## src/rtl/shot_sched.sv

```systemverilog
// shot_sched: per-frame scheduler for up to four player shots.
//
// Each frame tick runs a fixed sequence: one cycle per slot to move that
// shot upward (or retire it at the top of the playfield), then one cycle
// to try to allocate a new shot from a latched fire request, subject to a
// cooldown counted in frames and to a free slot being available.
//
// Ports
//   clk          system clock, all logic on rising edge
//   rst          synchronous active-high reset
//   refr_tick    one-cycle pulse per frame; starts a sequence when idle
//   fire         one-cycle fire request, latched as pending
//   game_stop    level; clears shots/pending/cooldown and holds idle
//   gun_x_l      gun left column, used for new shot x
//   hit_valid    one-cycle pulse; hit_slot is cleared
//   hit_slot     slot index for hit_valid
//   shot_active  per-slot active flags
//   shot_x       slot i left column at [10i+9:10i]
//   shot_y       slot i top row at [10i+9:10i]
//   fire_ack     one-cycle pulse; shot allocated
//   fire_drop    one-cycle pulse; pending request discarded
//   busy         high while the sequence is running
//   shots_fired  count of allocated shots, wraps
//
// state | meaning
// IDLE  | waiting for refr_tick
// MOVE0 | move/retire slot 0
// MOVE1 | move/retire slot 1
// MOVE2 | move/retire slot 2
// MOVE3 | move/retire slot 3
// ALLOC | allocate or drop pending fire, step cooldown
module shot_sched #(
  parameter int GUN_X_SIZE = 50,
  parameter int GUN_Y_T    = 420,
  parameter int SHOT_W     = 4,
  parameter int SHOT_H     = 8,
  parameter int SHOT_V     = 6,
  parameter int TOP_Y      = 16,
  parameter int COOLDOWN   = 8
) (
  input  logic        clk,
  input  logic        rst,
  input  logic        refr_tick,
  input  logic        fire,
  input  logic        game_stop,
  input  logic [9:0]  gun_x_l,
  input  logic        hit_valid,
  input  logic [1:0]  hit_slot,
  output logic [3:0]  shot_active,
  output logic [39:0] shot_x,
  output logic [39:0] shot_y,
  output logic        fire_ack,
  output logic        fire_drop,
  output logic        busy,
  output logic [7:0]  shots_fired
);

  localparam int CD_W = (COOLDOWN < 2) ? 1 : $clog2(COOLDOWN + 1);
  localparam logic [CD_W-1:0] CD_LOAD = CD_W'(COOLDOWN);
  localparam logic [9:0] X_OFF  = 10'(GUN_X_SIZE / 2 - SHOT_W / 2);
  localparam logic [9:0] Y_INIT = 10'(GUN_Y_T - SHOT_H);
  localparam logic [9:0] Y_STEP = 10'(SHOT_V);
  localparam logic [9:0] Y_LIM  = 10'(TOP_Y + SHOT_V);

  typedef enum logic [2:0] {
    S_IDLE, S_MOVE0, S_MOVE1, S_MOVE2, S_MOVE3, S_ALLOC
  } state_t;

  state_t state, state_nxt;

  logic            pending;
  logic [CD_W-1:0] cd;
  logic [9:0]      x_r [4];
  logic [9:0]      y_r [4];

  logic       mv_en;
  logic [1:0] mv_idx;
  logic       mv_hit;
  logic [1:0] free_idx;
  logic       slot_free;
  logic       in_alloc;
  logic       do_alloc;
  logic       do_drop;

  always_ff @(posedge clk) begin
    if (rst) state <= S_IDLE;
    else     state <= state_nxt;
  end

  always_comb begin
    state_nxt = state;
    mv_en     = 1'b0;
    mv_idx    = 2'd0;
    case (state)
      S_IDLE:  if (refr_tick) state_nxt = S_MOVE0;
      S_MOVE0: begin mv_en = 1'b1; mv_idx = 2'd0; state_nxt = S_MOVE1; end
      S_MOVE1: begin mv_en = 1'b1; mv_idx = 2'd1; state_nxt = S_MOVE2; end
      S_MOVE2: begin mv_en = 1'b1; mv_idx = 2'd2; state_nxt = S_MOVE3; end
      S_MOVE3: begin mv_en = 1'b1; mv_idx = 2'd3; state_nxt = S_ALLOC; end
      S_ALLOC: state_nxt = S_IDLE;
      default: state_nxt = S_IDLE;
    endcase
    if (game_stop) state_nxt = S_IDLE;
  end

  // Lowest-index free slot. A slot being hit this cycle still counts as
  // occupied, so only the registered flags are looked at.
  always_comb begin
    free_idx = 2'd0;
    for (int i = 3; i >= 0; i--) begin
      if (!shot_active[i]) free_idx = 2'(i);
    end
  end

  assign slot_free = ~&shot_active;
  assign in_alloc  = (state == S_ALLOC);
  assign do_alloc  = in_alloc && pending && (cd == '0) && slot_free;
  assign do_drop   = in_alloc && pending && !do_alloc;
  assign mv_hit    = hit_valid && (hit_slot == mv_idx);

  always_ff @(posedge clk) begin
    if (rst) begin
      shot_active <= '0;
      pending     <= 1'b0;
      cd          <= '0;
      fire_ack    <= 1'b0;
      fire_drop   <= 1'b0;
      busy        <= 1'b0;
      shots_fired <= '0;
      for (int i = 0; i < 4; i++) begin
        x_r[i] <= '0;
        y_r[i] <= '0;
      end
    end else if (game_stop) begin
      shot_active <= '0;
      pending     <= 1'b0;
      cd          <= '0;
      fire_ack    <= 1'b0;
      fire_drop   <= 1'b0;
      busy        <= 1'b0;
    end else begin
      fire_ack  <= do_alloc;
      fire_drop <= do_drop;
      busy      <= (state_nxt != S_IDLE);

      // A fire arriving during ALLOC carries over to the next frame.
      if (in_alloc)  pending <= fire;
      else if (fire) pending <= 1'b1;

      if (do_alloc)                 cd <= CD_LOAD;
      else if (in_alloc && cd != '0) cd <= cd - 1'b1;

      // A hit on the slot being moved wins: the slot is cleared, y untouched.
      if (mv_en && shot_active[mv_idx] && !mv_hit) begin
        if (y_r[mv_idx] < Y_LIM) shot_active[mv_idx] <= 1'b0;
        else                     y_r[mv_idx] <= y_r[mv_idx] - Y_STEP;
      end

      if (hit_valid) shot_active[hit_slot] <= 1'b0;

      // Allocation only targets an inactive slot, so it never collides with
      // a hit on an active one; a hit on this (inactive) slot is a no-op.
      if (do_alloc) begin
        shot_active[free_idx] <= 1'b1;
        x_r[free_idx]         <= gun_x_l + X_OFF;
        y_r[free_idx]         <= Y_INIT;
        shots_fired           <= shots_fired + 8'd1;
      end
    end
  end

  for (genvar g = 0; g < 4; g++) begin : g_pack
    assign shot_x[10*g +: 10] = x_r[g];
    assign shot_y[10*g +: 10] = y_r[g];
  end

endmodule

```

## config.mk

```make
export PLATFORM = sky130hd
export DESIGN_NAME = shot_sched
export DESIGN_NICKNAME = d
export VERILOG_FILES = /design/src/rtl/shot_sched.sv
export SDC_FILE = /design/constraint.sdc
export NUM_CORES = 1
export LEC_CHECK = 0
export CAP_MARGIN = 15
export CORE_UTILIZATION = 55
export DETAILED_ROUTE_END_ITERATION = 8
export PLACE_DENSITY = 0.94
export SLEW_MARGIN = 20
export SYNTH_ARGS = -nofsm -noshare
export SYNTH_HDL_FRONTEND = slang
export SYNTH_SLANG_ARGS = --single-unit
```

## constraint.sdc

```tcl
create_clock -name clk -period 6.5 [get_ports clk]
set_input_delay 1.3 -clock clk [delete_from_list [all_inputs] [get_ports clk]]
set_output_delay 1.3 -clock clk [all_outputs]
set_load 0.02 [all_outputs]
```

==> impl_metrics.csv <==
group,metric,value,unit
place,portBuffers,112,
die,die_width,99.4,um
place,dp_slack,1.77,ns
setup_path,cpMaxStageDelayCell,"dfxtp_1",
global_routing,gr-usage-all-layers,27.9,%
yosys,synth_ff_type,"edfxtp_1",
yosys,synthCells,463,
place,gp_congestion,0.898,
clocking,numCtsBuffers,9,
sta,slew_headroom,28.2,%
global_routing,antenna_found_initial,0,
clocking,clk_latency,0.37,ns
clocking,cts_root_buffer,"clkbuf_8",
setup_path,crit_path_start_kind,"flop",
clocking,cts.path.max_buffers,2,
worst_hold_path,hp-class,"flop to flop",
worst_hold_path,min-delay-start,"pending",
pwr,peakVddDrop,0.000123,V
sta,setup_violations,0,
worst_hold_path,holdPathEnd,"pending",
sta,drv_slew,0,
setup_path,cp_cell_sequence,"nor2_1, a211o_1, or3_1, nor3_4, a2111oi_2, o21ai_1, o21bai_1",
setup_path,crit_required,6.46,ns
global_routing,grt_pass1_vias,4053,
setup_path,critPathMaxFanout,30,
sta,layout_setup_ws,1.98,ns
die,rows,35,
yosys,syn_area_per_cell,11.3,um^2
clocking,numClockSinks,103,
sta,max_freq,221,MHz
final_layout,syn2layout_area_growth,25.7,%
route,ant_nets,0,
yosys,synth_fp_nets,486,
route,initialDrtViolationCount,329,
final_layout,nNetsFinal,585,
clocking,ctsHtreeMaxLevel,3,
route,drc,0,
die,start_util,56.7,%
sta,whs,0.523,ns
yosys,ys_warn_count,0,
clocking,cts_tree,"yes",
sta,min_period,4.52,ns
final_layout,drive_gt1_share,8.99,%
yosys,synth_edf_count,80,
route,via_per_inst,5.95,
yosys,ys_seq_area_share,54.9,%
sta,clock_skew,0.0159,ns
place,hpwl,9680,um
outcome,outcome,"completed",
setup_path,ff2ff_setup_slack,1.98,ns
sta,hold_violations,0,
yosys,synth_seq_cells,103,
yosys,synth_common_cells,"edfxtp_1, nor2_1, nand2_1, nor3_1, inv_1",
route,dr_total_vias,4033,
setup_path,critPathKind,"flop to flop",
yosys,synthArstFlopShare,0,%
pwr,p_leak,0.00242,uW
yosys,synth_top_area_share,46.1,%
route,drtPass1Iterations,5,
setup_path,endpoint_kind,"flop",
clocking,cts.repair.resized,0,
die,dieArea,9870,um^2
sta,tns,0,ns
yosys,yosys-top-cells-area,"edfxtp_1, dfxtp_1, nor2_1, nor3_1, xnor2_1",
yosys,synth_area_leader_cell,"edfxtp_1",
die,core-area,9200,um^2
setup_path,max_stage_delay,1.02,ns
route,routed_wl,13100,um
final_layout,fillers,650,
setup_path,crit_arrival,4.48,ns
die,die_y,99.4,um
global_routing,grt_max_degree,39,
run,maxCapViolCount,0,
setup_path,r2r-end,"y_r[2][8]",
route,routedWlPerCell,19.4,um
global_routing,overflow,0,
pwr,pwr_density_cell,207,nW/um^2
worst_hold_path,worstHoldPathCells,2,
setup_path,ff2ff_path_depth,7,
global_routing,grt_pass1_wl,21000,um
yosys,synthDistinctLibCells,79,
sta,period_share,69.5,%
die,ioPinCount,113,
clocking,postCtsSetupBuffers,0,
sta,rsz0062_at_grt,"false",
clocking,holdBufCountCts,0,
sta,worst_pin_slew,1.07,ns
clocking,cts.reportedPaths.clkPinSlew,0.09,ns
setup_path,rr_startpoint,"state[1]",
yosys,netlist_area,5210,um^2
final_layout,n_antenna_cell,0,
flip-flops by register name, summed over array words and instances (netlist names):
register,cells
busy,1
cd,4
fire_ack,1
fire_drop,1
pending,1
shot_active,4
shots_fired,8
state,3
x_r,40
y_r,40
layout by cell type (no fill, tap or decap), types with 12 or more instances in the layout:
cell / count
nor2_1: 80
a21oi_1: 14
inv_1: 25
edfxtp_1: 80
nand2_1: 26
xnor2_1: 14
xor2_1: 12
nor3_1: 26
dfxtp_1: 23
clkdlybuf4s50_1: 112
through the flow:
stage / cells / cell area, um^2 / total power, uW / util [%]
final: 678 / 6550 / 1360 / 71.3
after global routing: 678 / 6550 / 1400 / 71.3
after CTS: 678 / 6550 / 1360 / 71.3
after detailed placement: 662 / 6320 / 901 / 68.7
after global placement: 662 / 6300 / 895 / 68.5
after floorplan: 463 / 5210 / 834 / -
layout make-up:
| type | instances | area (um^2) | share of cell area, % |
|---|---|---|---|
| clock buffers | 10 | 128 | 1.95 |
| clock inverters | 6 | 109 | 1.66 |
| inverters | 26 | 97.6 | 1.49 |
| multi-input cells | 308 | 2080 | 31.8 |
| flip-flops and latches | 103 | 2860 | 43.7 |
| well taps | 111 | 139 | 2.12 |
| repair buffers | 114 | 1140 | 17.3 |
worst max-delay path, delay by kind of cell (launching register included):
| family | cells | cell delay [ns] |
|---|---|---|
| AOI/OAI and AO/OA | 4 | 1.98 |
| DFF | 1 | 1.02 |
| and+or+nand+nor | 3 | 1.12 |
worst max-delay path by stage:
stage,start,depth (start not counted),end
floorplan,rst,9,y_r[1][0]
global placement,rst,5,y_r[0][6]
detailed placement,rst,7,y_r[1][6]
CTS,rst,7,y_r[1][5]
global route,state[1],7,y_r[2][0]
finish,state[1],7,y_r[2][8]
power by group:
part           switching [uW]  leakage, uW  internal, uW
Sequential               12.9      0.00101           725
Combinational            86.5      0.00129          62.6
Clock                     213     0.000121           256
Total                     312      0.00242          1040
cell families (layout without fill, tap and decap cells):
logic type,count (synthesis),after routing,share of synthesized area [%]
buffers and inverters,52,156,5.42
XOR/XNOR,26,26,4.37
flip-flops,103,103,54.9
AND/OR/NAND/NOR,208,208,21.9
multiplexers,1,1,0.192
adder cells (fa/ha/maj),5,5,1.20
AO/OA/AOI/OAI,68,68,12.0
metal layers:
metal / up-vias / GRT usage (%) / part of all wire [%]
met4: 0 / 12.4 / 2.5
met1: 1904 / 35.8 / 40
met3: 28 / 5.06 / 9.3
met2: 239 / 46.4 / 49
li1: 1862 / - / -
met5: - / 0 / 0
No activity file was read; power rests on OpenSTA's default activity.
